## config.mk

```make
export PLATFORM = sky130hd
export DESIGN_NAME = demux7_deserializer
export DESIGN_NICKNAME = d
export VERILOG_FILES = /design/src/rtl/demux7_deserializer.sv
export SDC_FILE = /design/constraint.sdc
export NUM_CORES = 1
export LEC_CHECK = 0
export CAP_MARGIN = 20
export CELL_PAD_IN_SITES_DETAIL_PLACEMENT = 0
export CELL_PAD_IN_SITES_GLOBAL_PLACEMENT = 1
export CORE_MARGIN = 5
export CORE_UTILIZATION = 32
export DETAILED_ROUTE_END_ITERATION = 10
export GPL_ROUTABILITY_DRIVEN = 0
export GPL_TIMING_DRIVEN = 0
export PLACE_DENSITY = 0.77
export SLEW_MARGIN = 20
export SYNTH_ARGS = -nofsm -noshare
export SYNTH_HDL_FRONTEND = slang
export SYNTH_SLANG_ARGS = --single-unit
```

## constraint.sdc

```tcl
create_clock -name clock -period 1.5 [get_ports clock]
set_clock_uncertainty 0.15 [all_clocks]
set_input_delay 0.375 -clock clock [delete_from_list [all_inputs] [get_ports clock]]
set_output_delay 0.375 -clock clock [all_outputs]
set_load 0.05 [all_outputs]
```

## src/rtl/demux7_deserializer.sv

```systemverilog
// Serial-to-parallel demux: steers one accepted bit per transfer into the next
// slot of an N_SLOTS-bit word, then holds the word under a valid/ack handshake.
`timescale 1ns/1ps
module demux7_deserializer #(
  parameter int N_SLOTS = 7,
  parameter int CNT_W   = 3
) (
  input  logic               clock,
  input  logic               resetn,
  input  logic               in_bit,
  input  logic               in_valid,
  output logic               in_ready,
  input  logic               flush,
  output logic [N_SLOTS-1:0] q,
  output logic               q_valid,
  input  logic               q_ack,
  output logic [CNT_W-1:0]   slot,
  output logic               fsm_state
);

  // Handshake: an input transfer happens on a rising edge where in_valid and
  // in_ready are both 1; the source must hold in_bit/in_valid until then. The
  // word is handed over on an edge where q_valid and q_ack are both 1.

  typedef enum logic {FILL = 1'b0, FULL = 1'b1} state_t;

  localparam logic [CNT_W:0]   NS_EXT = (CNT_W+1)'(N_SLOTS);
  localparam logic [CNT_W-1:0] LAST   = CNT_W'(N_SLOTS - 1);

  state_t             state, state_next;
  logic [CNT_W-1:0]   slot_next;
  logic [CNT_W-1:0]   idx;
  logic [N_SLOTS-1:0] q_next;
  logic               xfer;

  assign xfer      = in_valid & in_ready;
  // An out-of-range slot value behaves as slot 0 on the next write.
  assign idx       = ({1'b0, slot} >= NS_EXT) ? '0 : slot;
  assign fsm_state = (state == FULL);

  always_comb begin
    state_next = state;
    slot_next  = slot;
    q_next     = q;
    if (flush) begin
      state_next = FILL;
      slot_next  = '0;
      q_next     = '0;
    end else begin
      case (state)
        FILL: begin
          if (xfer) begin
            for (int k = 0; k < N_SLOTS; k++) begin
              if (CNT_W'(k) == idx) q_next[k] = in_bit;
            end
            if (idx == LAST) begin
              slot_next  = '0;
              state_next = FULL;
            end else begin
              slot_next = idx + CNT_W'(1);
            end
          end
        end
        FULL: begin
          if (q_ack) begin
            q_next     = '0;
            state_next = FILL;
          end
        end
        default: state_next = FILL;
      endcase
    end
  end

  // Handshake flags are registered copies of the next state so that in_ready
  // stays low through reset and rises on the first edge after release.
  always_ff @(posedge clock or negedge resetn) begin
    if (!resetn) begin
      state    <= FILL;
      slot     <= '0;
      q        <= '0;
      q_valid  <= 1'b0;
      in_ready <= 1'b0;
    end else begin
      state    <= state_next;
      slot     <= slot_next;
      q        <= q_next;
      q_valid  <= (state_next == FULL);
      in_ready <= (state_next == FILL);
    end
  end

endmodule

```

==> results.cfg <==
[worst_hold_path]
hp-class = input pin to flop

[place]
dp_slack_ns = -0.3890
hpwl_um = 1138
port_buffers = 17

[synthesis]
post-synth-top-area-fraction_pct = 42.25
yosys.area_share.adder_pct = 0
synth_edf_count = 0
syn_nets = 75
synth_xor_area_share_pct = 0
ys_ff_latch = 12
yosys-top-cells-count = dfrtp_1 (12), inv_1 (7), o22ai_1 (6)
seq_area_frac_synth_pct = 42.25
synth.largest_area_cell = dfrtp_1
synth_ff_type = dfrtp_1
synth_area_leaders = dfrtp_1 (42%), buf_6 (7.9%), o22ai_1 (5.3%), or3b_1 (4.9%), a22oi_1 (4.2%)
avgSynthCellArea_um2 = 10.30
syn_inst = 69
synth_cell_types = 28
synth_area_um2 = 710.7
synthSimpleGateAreaFrac_pct = 24.47
yosysMostFrequentCell = dfrtp_1
ys_async_sr_fraction_pct = 100.0
synthMuxAreaShare_pct = 0
yosysWarningCount = 0
synth_compound_area_share_pct = 20.60
synth_top_family_by_area = simple AND/OR/NAND/NOR gates

[grt]
grt_overflow = 0
grt_start_max_net_pins = 13
grt_pass1_vias = 647
antenna_found_initial = 0
grt_pass1_wl_um = 3042
track_usage_pct = 12.14

[cts]
cts-root-buf = clkbuf_4
ctsHoldBuffers = 0
cts_buffers = 3
clk_pin_slew_ns = 0.09
clock_latency_ns = 0.29
clock_sinks = 12
cts_max_level = 1
cts_buffer_depth = 2
cts_tree = built

[routing]
initialDrtViolationCount = 8
wirelength_um = 1876
ant_nets = 0
drc_errors = 0
vias_per_cell = 4.938
dr.pass1.iters = 4
num_vias = 642
wl_per_cell_um = 14.43

[critical_path]
crit_slowest_cell = dfrtp_2
cpPeakStageDelay_ns = 0.45
cp.arrival_ns = 1.00
criticalPathCategory = flop to output port
worstSetupEndpointType = output port
rrSetupSlack_ns = 0.03
crit_chain = buf_6, buf_8
critPathLaunchType = flop
cp_top_family = flip-flops
cp_max_fo = 6
worstPathRequired_ns = 0.97
worst-path-buf-inv = 2

[power]
p_comb_share_pct = 21.4
p_leak_nw = 0.4630
intPower_mw = 0.5546
power.share.clock_pct = 35.1
switching_share_pct = 28.84
ir_worst_vdd_v = 0.0004380
total_power_mw = 0.7794
power-per-cell-area_mw_per_mm2 = 755.0
seq_power_share_pct = 43.5
p_switching_mw = 0.2247

[floorplan]
coreArea_mm2 = 0.002170
die_w_um = 57.13
initial_core_util_pct = 32.76
die-area_mm2 = 0.003263
io-pin-count = 19
rows = 17
die-height_um = 57.13

[timing]
min_period_ns = 1.524
worstMarginPinSlew_ns = 0.5670
rsz0062_at_grt = true
setup_violations = 1
slew_violations = 0
post-route-period-util_pct = 101.6
max_clock_freq_mhz = 656.4
whs_ns = 0.1396
timing.final.hold_violations = 0
max-slew-margin-rel_pct = 62.08
layout_setup_ws_ns = -0.02351
setup_tns_ns = -0.02351

[run_status]
violations = setup timing
outcome = complete, but fails checks

[final_layout]
layout-drive-gt1-share_pct = 48.04
num-fill-cells = 221
syn_to_final_growth_pct = 45.25
diodes = 0
nets = 109

[run]
drv_cap = 0
-- power groups by stage --
stage / combinational, mW / sequential [mW] / clock [mW]
floorplan: 0.0651 / 0.374 / 0
global placement: 0.142 / 0.345 / 0
detailed placement: 0.143 / 0.345 / 0
CTS: 0.138 / 0.339 / 0.276
global route: 0.181 / 0.340 / 0.295
finish: 0.167 / 0.339 / 0.273
-- placed cells by master (no fill, tap or decap) --
cell type / netlist / layout
and2_1: 1 / 1
clkbuf_8: 0 / 1
a311o_1: 1 / 1
o22ai_1: 6 / 6
clkdlybuf4s50_1: 0 / 3
and4_1: 1 / 1
or3_1: 2 / 2
a32oi_1: 1 / 1
nand3_1: 1 / 1
inv_1: 7 / 7
or3b_1: 4 / 1
buf_6: 5 / 6
clkbuf_4: 0 / 3
buf_4: 1 / 15
nor2_4: 1 / 1
nor4bb_1: 1 / 1
nor2_1: 1 / 1
dfrtp_1: 12 / 7
a21oi_1: 5 / 4
a22oi_1: 4 / 2
nand2b_1: 1 / 1
and2_0: 1 / 1
or3b_4: 0 / 3
dfrtp_2: 0 / 5
buf_2: 0 / 9
o21ai_0: 3 / 3
nand3b_1: 3 / 3
nand3b_4: 1 / 1
or2_0: 1 / 1
a22oi_2: 1 / 3
dlygate4sd2_1: 0 / 1
buf_8: 0 / 1
nand2_1: 1 / 1
a21o_1: 1 / 1
a21oi_4: 0 / 1
and4b_1: 1 / 1
nand4_1: 1 / 1
-- metal layers --
| metal | up-vias | track usage, % | share of wire [%] |
|---|---|---|---|
| met5 | - | 0 | 0 |
| met4 | 0 | 4.967 | 1.4 |
| met3 | 4 | 4.751 | 4.3 |
| met2 | 13 | 18.27 | 44 |
| met1 | 304 | 15.51 | 50 |
| li1 | 321 | - | - |
-- sequential cells by signal, indices dropped and copies added, names as in the netlist --
name,cells
fsm_state,1
in_ready,1
q,7
slot,3
-- metrics by stage --
step           instances  utilization [%]  area, um^2
4_1_cts              120            42.62       924.6
5_1_grt              130            47.58        1032
2_1_floorplan         69                -       716.9
6_report             130            47.58        1032
3_5_place_dp         114            42.50       922.1
3_3_place_gp         114            42.50       922.1
-- cell families (layout without fill, tap and decap cells) --
family,count (synthesis),in the layout
buffers and inverters,13,46
and+or+nand+nor,22,22
DFF,12,12
AOI/OAI and AO/OA,22,22
-- worst paths after layout --
check                      startpoint        to  cells past startpoint
min in group asynchronous      resetn      q[4]                      1
min                             flush   slot[1]                      2
max                         fsm_state   q_valid                      2
max reg2reg                 fsm_state      q[6]                      5
max in group asynchronous      resetn  in_ready                      1
min reg2reg                      q[3]      q[3]                      2
-- what timing repair did --
item,4_1_cts,5_1_grt
gates resized for setup,72,10
setup buffers,2,9
endpoints found under the setup margin,21,8
pin swaps,2,10
hold endpoints to repair,0,0
cloned,0,1
-- final cells by class --
type / instances / area, um^2 / share of cell area (%)
flip-flops and latches: 12 / 306.5 / 29.70
plain buffers: 6 / 67.56 / 6.545
well taps: 28 / 35.03 / 3.394
multi-input cells: 44 / 349.1 / 33.82
inverters: 7 / 26.28 / 2.545
clock buffers: 4 / 36.28 / 3.515
repair buffers: 29 / 211.5 / 20.48
Note: power is estimated with default switching activity, not from simulation.
